==> config.mk <==
export PLATFORM = sky130hd
export DESIGN_NAME = serial_secded_decoder
export DESIGN_NICKNAME = d
export VERILOG_FILES = /design/src/rtl/secded_pkg.sv /design/src/rtl/secded_syndrome.sv /design/src/rtl/serial_secded_decoder.sv
export SDC_FILE = /design/constraint.sdc
export NUM_CORES = 1
export LEC_CHECK = 0
export BUFFER_PORTS_ARGS = -buffer_cell sky130_fd_sc_hd__buf_4
export CAP_MARGIN = 10
export CELL_PAD_IN_SITES_DETAIL_PLACEMENT = 1
export CELL_PAD_IN_SITES_GLOBAL_PLACEMENT = 1
export CORE_AREA = 10 10 174 176
export CTS_BUF_LIST = sky130_fd_sc_hd__clkbuf_4 sky130_fd_sc_hd__clkbuf_8
export DETAILED_ROUTE_END_ITERATION = 7
export DIE_AREA = 0 0 184 186
export PLACE_DENSITY = 0.8
export SYNTH_ARGS = -nofsm -noshare
export SYNTH_HDL_FRONTEND = slang
export SYNTH_SLANG_ARGS = --single-unit
==> constraint.sdc <==
create_clock -name clk -period 7.8 [get_ports clk]
set_input_delay 0.78 -clock clk [delete_from_list [all_inputs] [get_ports clk]]
set_output_delay 0.78 -clock clk [all_outputs]
set_load 0.01 [all_outputs]
==> src/rtl/secded_pkg.sv <==
// Shared types and elaboration-time helpers for the serial SECDED decoder.
package secded_pkg;

   typedef enum logic [1:0] {
      ST_IDLE,
      ST_SYND,
      ST_EMIT
   } dec_state_t;

   // Smallest p with 2^p >= data_w + p + 1.
   function automatic int unsigned calc_p_w(input int unsigned data_w);
      int unsigned p;
      p = 1;
      while ((32'd1 << p) < data_w + p + 1) p++;
      return p;
   endfunction

   function automatic logic is_pow2(input int unsigned x);
      return (x != 0) && ((x & (x - 1)) == 0);
   endfunction

   // Codeword position carrying data bit idx (positions 0 and 2^k are parity).
   function automatic int unsigned data_pos(input int unsigned idx);
      int unsigned n;
      n = 0;
      for (int unsigned p = 3; p < 256; p++) begin
         if (!is_pow2(p)) begin
            if (n == idx) return p;
            n++;
         end
      end
      return 0;
   endfunction

endpackage

==> src/rtl/secded_syndrome.sv <==
// Combinational Hamming syndrome and overall parity of one codeword.
module secded_syndrome #(
   parameter int unsigned CW_W = 72,
   parameter int unsigned P_W  = 7
) (
   input  logic [CW_W-1:0] cw,
   output logic [P_W-1:0]  syndrome,
   output logic            parity
);

   always_comb begin
      syndrome = '0;
      parity   = ^cw;
      for (int unsigned i = 1; i < CW_W; i++) begin
         if (cw[i]) syndrome = syndrome ^ P_W'(i);
      end
   end

endmodule

==> src/rtl/serial_secded_decoder.sv <==
// Bit-serial SECDED decoder with error history; optional saturating error
// counters are built when SECDED_ERR_COUNTERS_EN is defined.
module serial_secded_decoder
   import secded_pkg::*;
#(
   parameter int unsigned DATA_W        = 64,
   parameter int unsigned HIST_DEPTH    = 8,
   parameter int          CORR_THRESH   = 4,
   parameter int          UNCORR_THRESH = 3,
   localparam int unsigned P_W          = calc_p_w(DATA_W)
) (
   input  logic              clk,
   input  logic              reset,
   input  logic              serial_in,
   input  logic              serial_valid,
   output logic [DATA_W-1:0] data_out,
   output logic              out_valid,
   output logic              error_detected,
   output logic              error_corrected,
   output logic              uncorrectable,
   output logic [P_W:0]      err_pos,
   output logic              frequent_errors
`ifdef SECDED_ERR_COUNTERS_EN
   ,
   input  logic              clear_counts,
   output logic [15:0]       corr_count,
   output logic [15:0]       uncorr_count
`endif
);

   localparam int unsigned CW_W  = DATA_W + P_W + 1;
   localparam int unsigned CNT_W = $clog2(CW_W);
   localparam logic [P_W:0] CW_LIM = (P_W + 1)'(CW_W);

   logic [CNT_W-1:0]      bit_cnt;
   logic [CW_W-2:0]       shift_reg;
   logic [CW_W-1:0]       next_word;
   logic [CW_W-1:0]       dec_word;
   logic                  last_bit;

   dec_state_t            state;
   logic [P_W-1:0]        syn_c, syn_q;
   logic                  par_c, par_q;
   logic                  syn_nz, in_range, flip_en, corr_any, unc_any;
   logic [DATA_W-1:0]     corr_data;
   logic [HIST_DEPTH-1:0] corr_hist, unc_hist;
   logic [HIST_DEPTH-1:0] corr_hist_nx, unc_hist_nx;

   assign next_word = {shift_reg, serial_in};
   assign last_bit  = serial_valid && (bit_cnt == CNT_W'(CW_W - 1));

   // The final bit goes straight into the decode register so the next frame
   // can start on the very next valid cycle.
   always_ff @(posedge clk or posedge reset) begin
      if (reset) begin
         bit_cnt   <= '0;
         shift_reg <= '0;
         dec_word  <= '0;
      end else if (serial_valid) begin
         shift_reg <= next_word[CW_W-2:0];
         bit_cnt   <= last_bit ? '0 : bit_cnt + CNT_W'(1);
         if (last_bit) dec_word <= next_word;
      end
   end

   secded_syndrome #(
      .CW_W (CW_W),
      .P_W  (P_W)
   ) u_syndrome (
      .cw       (dec_word),
      .syndrome (syn_c),
      .parity   (par_c)
   );

   assign syn_nz   = |syn_q;
   assign in_range = {1'b0, syn_q} < CW_LIM;
   assign flip_en  = par_q & syn_nz & in_range;
   assign corr_any = par_q & (~syn_nz | in_range);
   assign unc_any  = syn_nz & (~par_q | ~in_range);

   for (genvar d = 0; d < DATA_W; d++) begin : g_data
      localparam int unsigned POS = data_pos(d);
      assign corr_data[d] = dec_word[POS] ^ (flip_en && (syn_q == P_W'(POS)));
   end

   assign corr_hist_nx = {corr_hist[HIST_DEPTH-2:0], corr_any};
   assign unc_hist_nx  = {unc_hist[HIST_DEPTH-2:0], unc_any};

   always_ff @(posedge clk or posedge reset) begin
      if (reset) begin
         state           <= ST_IDLE;
         syn_q           <= '0;
         par_q           <= 1'b0;
         out_valid       <= 1'b0;
         data_out        <= '0;
         error_detected  <= 1'b0;
         error_corrected <= 1'b0;
         uncorrectable   <= 1'b0;
         err_pos         <= '0;
         corr_hist       <= '0;
         unc_hist        <= '0;
         frequent_errors <= 1'b0;
      end else begin
         out_valid <= 1'b0;
         case (state)
            ST_IDLE: if (last_bit) state <= ST_SYND;
            ST_SYND: begin
               syn_q <= syn_c;
               par_q <= par_c;
               state <= ST_EMIT;
            end
            ST_EMIT: begin
               out_valid       <= 1'b1;
               data_out        <= corr_data;
               error_detected  <= par_q | syn_nz;
               error_corrected <= corr_any;
               uncorrectable   <= unc_any;
               err_pos         <= flip_en ? {1'b0, syn_q} : '0;
               corr_hist       <= corr_hist_nx;
               unc_hist        <= unc_hist_nx;
               frequent_errors <= ($countones(corr_hist_nx) >= CORR_THRESH) ||
                                  ($countones(unc_hist_nx) >= UNCORR_THRESH);
               state           <= ST_IDLE;
            end
            default: state <= ST_IDLE;
         endcase
      end
   end

`ifdef SECDED_ERR_COUNTERS_EN
   always_ff @(posedge clk or posedge reset) begin
      if (reset) begin
         corr_count   <= '0;
         uncorr_count <= '0;
      end else if (clear_counts) begin
         corr_count   <= '0;
         uncorr_count <= '0;
      end else if (state == ST_EMIT) begin
         if (corr_any && corr_count != 16'hFFFF) corr_count <= corr_count + 16'd1;
         if (unc_any && uncorr_count != 16'hFFFF) uncorr_count <= uncorr_count + 16'd1;
      end
   end
`endif

endmodule

==> out/metrics.yaml, run 1 <==
vias_per_cell: 5.15
dieArea_um2: 34200
topRoutingLayerUsed: "met4"
drv_slew: 0
tns_ns: 0
syn_nets: 1029
postCtsSetupBuffers: 0
gp_congestion: 0.929
dr.pass1.iters: 4
routedLengthMet1_mm: 12.6
period_needed_ns: 4.43
ir_worst_vdd_mv: 0.103
critPathKind: "reg2reg"
grt_usage: 0.175
dp.cells: 1389
hpwl_mm: 20.2
cp-end-kind: "register"
cts_buffers: 41
cts-root-buf: "clkbuf_8"
cts_max_level: 2
syn_inst: 1012
overflow: 0
outcome: "completed"
tightest_slew_ns: 1.11
drt_wl_total_mm: 29.2
slew_headroom: 0.254
path_clk_slew_ns: 0.06
met2_length_mm: 14.4
syn_area_per_cell_um2: 11.5
core_area_um2: 26700
yosysWarnings: 0
portBuffers: 79
hold_ws_ns: 0.417
dieWidth_um: 184
ioPinCount: 81
max_freq_mhz: 226
dieHeight_um: 186
hold_viol: 0
areaGrowthSynthToFinish_pct: 14.5
p_per_area_nw_per_um2: 204
grt_pass1_wl_mm: 46.9
synth_cell_type_count: 42
cts-resized-gates: 0
initial_core_util: 0.437
postCtsHoldBufs: 0
ant_nets: 0
p_leak_nw: 6.18
drc_errors: 0
synth-seq-area-share: 0.531
cts_sinks: 248
clk_latency_ns: 0.55
rows: 60
synth-seq-cells: 248
maxCapViolCount: 0
start_kind: "register"
cts_buffer_depth: 3
cp_max_fo: 15
antenna_found_initial: 0
required_ns: 8.23
grt_max_degree: 123
clock_skew_ns: 0.0194
cts_tree: "yes"
antenna_cells: 0
met3WireLength_mm: 1.53
reg2reg_slack_ns: 3.37
syn-cell-area_um2: 11700
wl_per_cell_um: 20.1
rsz0062_at_grt: "false"
grt_pass1_vias: 8129
nets: 1108
largest_register_ff_count: 72
num_vias: 7507
cp-startpoint: "syn_q[6]$_DFFE_PP0N_"
drt_iter0_markers: 462
hold_class: "in2async"
r2r_start: "syn_q[6]$_DFFE_PP0N_"
drive_above_1_share: 0.274
layoutNonFillerInstCount: 1458
finalCritPeriodShare: 0.568
fin_util: 0.500
setup_violations: 0
arrival_ns: 4.86
==> cells by family after synthesis <==
kind of cell / synth area share
mux: 0.140
buf+inv: 0.0251
simple gates: 0.0845
fa+ha+maj: 0.0184
compound gates: 0.0419
flops: 0.531
other cells: 0.000321
xor+xnor: 0.159
==> synth_stat cells (all sizes together) <==
cell	instances	area, um2
or3	1	6.26
mux2	145	1630
nand4	2	12.5
inv	24	90.1
nor2	39	146
ha	6	75.1
or2	1	6.26
nor3	6	30.0
buf	8	35.0
nor2b	1	6.26
o2111ai	1	8.76
xnor2	144	1300
and3	4	25.0
conb	1	3.75
and2	5	31.3
xnor3	2	45.0
nand3	16	80.1
nor4	1	6.26
nand2	147	552
a21oi	2	10.0
a2111oi	1	8.76
dfrtp	248	6210
nand4b	1	8.76
and3b	1	8.76
xor2	57	507
o31ai	1	7.51
o22a	1	8.76
clkdlybuf4s15	1	11.3
or4	1	7.51
nand3b	3	22.5
clkbuf	39	156
fa	7	140
o21ai	89	445
nand2b	6	37.5
==> worst paths after layout <==
path                                          endpoint  depth (start not counted)
setup reg to reg           frequent_errors$_DFFE_PP0P_                         14
min in group clk                  state[0]$_DFFE_PP0P_                          1
hold / removal                corr_hist[6]$_DFFE_PP0P_                          2
setup / recovery           frequent_errors$_DFFE_PP0P_                         14
max in group asynchronous    shift_reg[44]$_DFFE_PP0P_                          3
hold reg to reg                   state[0]$_DFFE_PP0P_                          1
==> metrics by stage <==
stage,cell area [um2],setup slack [ns],total power (W)
after floorplan,11700,0.205,0.00155
after global placement,12600,3.66,0.00159
after detailed placement,12600,3.43,0.00160
after CTS,13400,3.40,0.00276
after global routing,13400,3.09,0.00286
final,13400,3.37,0.00273
==> worst max-delay path, stage by stage, from the launching register on <==
cell and delay [ns]:
dfrtp_1 0.52, nor3_1 0.46, nand3_1 0.15, and2_1 0.24, fa_1 0.52, inv_1 0.05
fa_1 0.50, fa_1 0.43, inv_1 0.07, ha_1 0.17, inv_1 0.06, fa_1 0.38
a2111oi_0 0.47, a21oi_1 0.09, o22a_1 0.19
==> per-layer routing <==
layer,vias up,GRT usage
li1,3492,-
met1,3805,0.221
met2,162,0.294
met3,48,0.0343
met4,0,0.0580
met5,-,0
==> cells in the final DEF, fill, tap and decap left out, types with 6 or more instances in the layout <==
cell	count
fa_1	7
nor3_1	6
clkbuf_8	50
o21ai_0	57
xnor2_1	140
o21ai_1	32
mux2_2	145
xor2_1	56
nand3_1	16
dfrtp_1	248
nor2_1	39
inv_1	22
clkbuf_4	14
ha_1	6
buf_4	84
nand2_1	147
==> area by class of cell <==
class / instances / area [um2]
Inverter: 24 / 97.6
Clock buffer: 64 / 793
Clock inverter: 5 / 27.5
Multi-Input combinational cell: 692 / 5190
Timing Repair Buffer: 84 / 631
Sequential cell: 248 / 6210
Fill cell: 2779 / 13400
Tap cell: 341 / 427
==> power breakdown <==
part | switching, W | total [W] | internal [W]
Sequential | 0.0000676 | 0.00143 | 0.00137
Combinational | 0.0000641 | 0.000141 | 0.0000772
Clock | 0.000509 | 0.00115 | 0.000642
Note: power is estimated with default switching activity, not from simulation.
==> run 2: changes to the inputs <==
--- a/config.mk
+++ b/config.mk
@@ -13,7 +13,7 @@
 export CTS_BUF_LIST = sky130_fd_sc_hd__clkbuf_4 sky130_fd_sc_hd__clkbuf_8
 export DETAILED_ROUTE_END_ITERATION = 7
 export DIE_AREA = 0 0 184 186
-export PLACE_DENSITY = 0.8
+export PLACE_DENSITY = 0.77
 export SYNTH_ARGS = -nofsm -noshare
 export SYNTH_HDL_FRONTEND = slang
 export SYNTH_SLANG_ARGS = --single-unit
==> constraint.sdc (replaced) <==
create_clock -name clk -period 4.29 [get_ports clk]
set_input_delay 0.429 -clock clk [delete_from_list [all_inputs] [get_ports clk]]
set_output_delay 0.429 -clock clk [all_outputs]
set_load 0.01 [all_outputs]
==> out/metrics.yaml, run 2 (synthesized netlist as in run 1, its figures left out) <==
areaGrowthSynthToFinish_pct: 15.7
grt_pass1_wl_mm: 46.1  # -1.7%
drc_errors: 0  # unchanged
dieArea_um2: 34200  # unchanged
met3WireLength_mm: 1.52  # -0.39%
clock_skew_ns: 0.0165  # -0.00295 ns
rows: 60  # unchanged
fin_util: 0.506  # +0.00538
hpwl_mm: 20.8  # +2.9%
ioPinCount: 81  # unchanged
grt_max_degree: 99  # -20%
cp-startpoint: "syn_q[3]$_DFFE_PP0N_"
fillCellCount: 2855  # +2.7%
rsz0062_at_grt: "false"
cts_tree: "yes"
dieWidth_um: 184  # unchanged
drv_slew: 0  # unchanged
cp_max_fo: 9  # -6
mostFrequentLayoutCell: "dfrtp_1"
drt_iter0_markers: 312  # -32%
cts_sinks: 248  # unchanged
fin_ws_ns: 0.312  # -3.05 ns
routedLengthMet1_mm: 12.5  # -1.0%
layoutNonFillerInstCount: 1472  # +0.96%
max_stage_delay_ns: 0.52  # about the same
critPathKind: "reg2reg"
outcome: "completed"
postCtsHoldBufs: 0  # unchanged
setup_violations: 0  # unchanged
cts_max_level: 2  # unchanged
cp-end-kind: "register"
arrival_ns: 4.40  # -0.46 ns
slew_headroom: 0.317  # +0.0629
required_ns: 4.71  # -3.52 ns
fin_area_um2: 13500  # +1.1%
tightest_slew_ns: 1.03  # -0.0858 ns
drive_above_1_share: 0.286  # +0.0125
path_cells: "o31ai_1 > nand2_1 > and2_1 > fa_1 > inv_1 > fa_1 > fa_1 > inv_1 > ha_1 > inv_1 > fa_1 > a2111oi_1 > a21oi_1 > o22a_1"
path_clk_slew_ns: 0.07  # about the same
overflow: 0  # unchanged
largest_register_ff_count: 72  # unchanged
cts_buffers: 43  # +4.9%
most-common-layout-cells: "247 x dfrtp_1, 147 x nand2_1, 145 x mux2_2"
nets: 1117  # +0.81%
topRoutingLayerUsed: "met4"
met2_length_mm: 14.1  # -2.2%
drt_wl_total_mm: 28.8  # -1.5%
portBuffers: 79  # unchanged
wl_per_cell_um: 19.6  # -2.5%
ir_worst_vdd_mv: 0.174  # +69%
path_common_cell: "fa_1"
antenna_found_initial: 0  # unchanged
dp.cells: 1396  # +0.50%
hold_viol: 0  # unchanged
clk_latency_ns: 0.55  # about the same
start_kind: "register"
dp_slack_ns: 0.242  # -3.18 ns
initial_core_util: 0.437  # unchanged
r2r_start: "syn_q[3]$_DFFE_PP0N_"
cts-root-buf: "clkbuf_8"
dr.pass1.iters: 4  # unchanged
dieHeight_um: 186  # unchanged
vias_per_cell: 5.10  # -0.86%
grt_usage: 0.172  # -0.00313
gp_congestion: 0.906  # -2.4%
antenna_cells: 0  # unchanged
grt_pass1_vias: 8187  # +0.71%
cts_buffer_depth: 3  # unchanged
ant_nets: 0  # unchanged
period_needed_ns: 3.98  # -0.456 ns
maxCapViolCount: 0  # unchanged
slowest_stage: "fa_1"
p_leak_nw: 6.24  # +0.97%
tns_ns: 0  # unchanged
num_vias: 7514  # +0.093%
core_area_um2: 26700  # unchanged
hold_class: "in2async"
max_freq_mhz: 251  # +11%
finalCritPeriodShare: 0.927  # +0.359
p_per_area_nw_per_um2: 370  # +81%
place_area_um2: 12600  # +0.69%
run 2: layout make-up:
type                       count  area (um2)  share of cell area
tap                          341         427              0.0316
multi-input combinational    692        5200               0.385
clock inverter                15        88.8             0.00657
sequential                   248        6210               0.459
timing repair buffer          91         721              0.0533
clock buffer                  61         777              0.0575
inverter                      24        93.8             0.00694
run 2: critical path, delay by kind of cell (launching register included):
| family | cells | cell delay (ns) |
|---|---|---|
| fa+ha+maj | 5 | 1.97 |
| compound gates | 4 | 0.94 |
| flops | 1 | 0.48 |
| simple gates | 2 | 0.28 |
| buf+inv | 3 | 0.18 |
run 2: timing repair:
action,4_1_cts,5_1_grt
endpoints found under the setup margin,0,1
hold endpoints to repair,0,0
setup buffers,0,0
gates resized for setup,0,5
run 2: worst paths after layout:
| check | endpoint | slack [ns] | cells past startpoint |
|---|---|---|---|
| min in group clk | dec_word[0]$_DFFE_PP0P_ | 0.12 | 2 |
| hold / removal | data_out[19]$_DFFE_PP0P_ | 0.03 | 2 |
| max in group asynchronous | data_out[28]$_DFFE_PP0P_ | 3.39 | 3 |
| hold reg to reg | state[0]$_DFFE_PP0P_ | 0.47 | 1 |
| setup / recovery | frequent_errors$_DFFE_PP0P_ | 0.31 | 14 |
| setup reg to reg | frequent_errors$_DFFE_PP0P_ | 0.31 | 14 |
run 2: report_power, final:
group / switching (W) / internal [W] / total (W)
combinational: 0.000116 / 0.000145 / 0.000262
sequential: 0.000115 / 0.00249 / 0.00260
clock: 0.000966 / 0.00117 / 0.00214
total: 0.00120 / 0.00381 / 0.00500
run 2: through the flow:
step	hold slack, ns	power (W)
floorplan	0.423	0.00282
global placement	0.447	0.00289
detailed placement	0.460	0.00291
CTS	0.0257	0.00508
global route	0.0476	0.00524
finish	0.0270	0.00500
run 2: per-layer routing:
metal / up-vias / global-route usage
met1: 3814 / 0.215
li1: 3507 / -
met5: - / 0
met3: 43 / 0.0328
met2: 150 / 0.291
met4: 0 / 0.0587
==> run 3: changes to the inputs <==
--- a/config.mk
+++ b/config.mk
@@ -9,11 +9,11 @@
 export CAP_MARGIN = 10
 export CELL_PAD_IN_SITES_DETAIL_PLACEMENT = 1
 export CELL_PAD_IN_SITES_GLOBAL_PLACEMENT = 1
-export CORE_AREA = 10 10 174 176
-export CTS_BUF_LIST = sky130_fd_sc_hd__clkbuf_4 sky130_fd_sc_hd__clkbuf_8
+export CORE_AREA = 10 10 176 178
 export DETAILED_ROUTE_END_ITERATION = 7
-export DIE_AREA = 0 0 184 186
+export DIE_AREA = 0 0 186 188
 export PLACE_DENSITY = 0.77
 export SYNTH_ARGS = -nofsm -noshare
 export SYNTH_HDL_FRONTEND = slang
+export SYNTH_HIERARCHICAL = 1
 export SYNTH_SLANG_ARGS = --single-unit
==> out/metrics.yaml, run 3 <==
fillCellCount: 2829  # -0.91%
hold_viol: 0  # unchanged
grt_usage: 0.176  # +0.00487
drv_slew: 0  # unchanged
dieHeight_um: 188  # +1.1%
maxCapViolCount: 0  # unchanged
wl_per_cell_um: 21.6  # +10%
vias_per_cell: 5.57  # +9.2%
nets: 1078  # -3.5%
overflow: 0  # unchanged
dieArea_um2: 35000  # +2.2%
clk_latency_ns: 0.55  # about the same
cts_tree: "yes"
setup_violations: 0  # unchanged
mostFrequentLayoutCell: "dfrtp_1"
antenna_found_initial: 3  # +3
drt_iter0_markers: 507  # +63%
critPathKind: "reg2reg"
ys.flop_type: "dfrtp_1"
arrival_ns: 4.52  # +0.12 ns
r2r_cells: 13  # -1
max_freq_mhz: 244  # -3.1%
synth_edf_count: 0  # unchanged
rows: 61  # +1.7%
required_ns: 4.70  # about the same
async_reset_ff_frac: 1.00  # unchanged
p_leak_nw: 6.36  # +1.9%
period_needed_ns: 4.11  # +0.128 ns
cts_buffer_depth: 3  # unchanged
initial_core_util: 0.432  # -0.00470
cp-startpoint: "syn_q[3]$_DFFE_PP0N_"
largest_register_ff_count: 72  # unchanged
start_kind: "register"
portBuffers: 79  # unchanged
layoutNonFillerInstCount: 1428  # -3.0%
synth-seq-area-share: 0.522  # -0.00890
gp_congestion: 0.813  # -10%
drc_errors: 0  # unchanged
reg2reg_slack_ns: 0.18  # -0.13 ns
cts_max_level: 1  # -1
yosys.area.top_type: "dfrtp_1"
yosysWarnings: 6  # +6
finalCritPeriodShare: 0.957  # +0.0299
syn-cell-area_um2: 11900  # +1.7%
hpwl_mm: 20.5  # -1.1%
cp-end-kind: "register"
grt_max_degree: 134  # +35%
synthDominantCellAreaShare: 0.522  # -0.00890
cts_sinks: 248  # unchanged
cts_buffers: 27  # -37%
fin_area_um2: 13800  # +1.9%
drt_wl_total_mm: 30.8  # +7.0%
clock_skew_ns: 0.0166  # +0.000167 ns
syn_area_per_cell_um2: 12.0  # +3.5%
synth_common_cells: "248 x dfrtp_1, 152 x mux2_2, 92 x xnor2_1"
cts-root-buf: "clkbuf_16"
tightest_slew_ns: 1.03  # +0.00923 ns
outcome: "completed"
ir_worst_vdd_mv: 0.292  # +68%
p_per_area_nw_per_um2: 377  # +1.9%
synth_most_common_cell: "dfrtp_1"
r2r_start: "syn_q[3]$_DFFE_PP0N_"
place_area_um2: 12800  # +1.4%
ioPinCount: 81  # unchanged
r2r-end: "frequent_errors$_DFFE_PP0P_"
hold_class: "in2async"
areaGrowthSynthToFinish_pct: 15.9
ant_nets: 0  # unchanged
most-common-layout-cells: "248 x dfrtp_1, 152 x mux2_2, 92 x xnor2_1"
grt_pass1_wl_mm: 48.9  # +6.0%
path_clk_slew_ns: 0.06  # about the same
rsz0062_at_grt: "false"
tns_ns: 0  # unchanged
dr.pass1.iters: 5  # +1
core_area_um2: 27500  # +2.8%
num_vias: 7961  # +5.9%
postCtsHoldBufs: 0  # unchanged
slew_headroom: 0.310  # -0.00616
syn_inst: 994  # -1.8%
synth-seq-cells: 248  # unchanged
dieWidth_um: 186  # +1.1%
fin_util: 0.501  # -0.00448
synth_area_leaders: "dfrtp_1 52%, mux2_2 14%, xnor2_1 6.8%"
dp.cells: 1375  # -1.5%
syn_nets: 1011  # -1.7%
grt_pass1_vias: 8378  # +2.3%
synth_cell_type_count: 49  # +17%
cp_max_fo: 2  # -7
drive_above_1_share: 0.289  # +0.00215
run 3: cell types whose count changed in the layout (fill, tap and decap cells not counted), sizes merged, moves of 9 or more:
cell / change
nand2: -105
a31oi: +64
or3: +57
xnor2: -50
xor2: -31
nor2: +30
clkbuf: -26
nand3: -15
o21ai: -12
nand4bb: +9
xnor3: +9
run 3: report_power, final:
part           switching, W  leakage (nW)  internal (W)
clock network      0.000964         0.443       0.00136
logic              0.000118          2.51      0.000141
registers          0.000121          3.41       0.00249
total               0.00120          6.36       0.00399
run 3: final cells by class:
class / count / area [um2] / area share
Timing Repair Buffer: 96 / 777 / 0.0564
Tap cell: 346 / 433 / 0.0314
Inverter: 19 / 77.6 / 0.00563
Antenna cell: 1 / 2.50 / 0.000182
Multi-Input combinational cell: 669 / 5390 / 0.391
Clock buffer: 35 / 756 / 0.0549
Clock inverter: 14 / 135 / 0.00981
Sequential cell: 248 / 6210 / 0.451
run 3: worst max-delay path: stages (launching register included):
cell and delay, ns:
dfrtp_1 0.38, or4_4 0.57, nor3_4 0.21, nor2_2 0.06
fa_1 0.49, inv_1 0.05, fa_1 0.46, fa_1 0.49
inv_1 0.04, ha_2 0.17, fa_1 0.44, a211oi_2 0.19
o21ai_1 0.10, o32a_1 0.35
run 3: how the worst max path moves through the flow:
stage | cells past startpoint | end | slack [ns]
finish | 13 | frequent_errors$_DFFE_PP0P_ | 0.18
global route | 13 | frequent_errors$_DFFE_PP0P_ | 0.02
CTS | 13 | frequent_errors$_DFFE_PP0P_ | 0.04
detailed placement | 13 | frequent_errors$_DFFE_PP0P_ | 0.05
global placement | 13 | frequent_errors$_DFFE_PP0P_ | 0.11
floorplan | 14 | frequent_errors$_DFFE_PP0P_ | 0.05
run 3: kinds of logic (layout without fill, tap and decap cells):
group / after synthesis / after routing / share of synthesized area
DFF: 248 / 248 / 0.522
AOI/OAI and AO/OA: 157 / 157 / 0.0768
other: 1 / 2 / 0.000316
and+or+nand+nor: 214 / 214 / 0.0976
buffers and inverters: 77 / 164 / 0.0267
muxes: 152 / 152 / 0.144
xor gates and xnor gates: 132 / 132 / 0.114
adders and majority gates: 13 / 13 / 0.0181
run 3: layer usage:
metal / vias up / track usage / routed length, um
met5: - / 0 / 13
met4: 2 / 0.0456 / 745
met3: 43 / 0.0280 / 1340
met2: 140 / 0.304 / 15500
met1: 4114 / 0.224 / 13200
li1: 3662 / - / -
run 3: what timing repair did:
action,CTS,global route
buffers inserted,0,0
gates resized for setup,0,8
endpoints found under the setup margin,0,1
run 3: through the flow:
stage          setup WS [ns]  hold WS [ns]  power (W)
3_5_place_dp          0.0469         0.434    0.00291
4_1_cts               0.0378        0.0585    0.00525
3_3_place_gp           0.112         0.425    0.00288
2_1_floorplan         0.0465         0.413    0.00282
6_report               0.184        0.0321    0.00519
5_1_grt               0.0189         0.101    0.00540
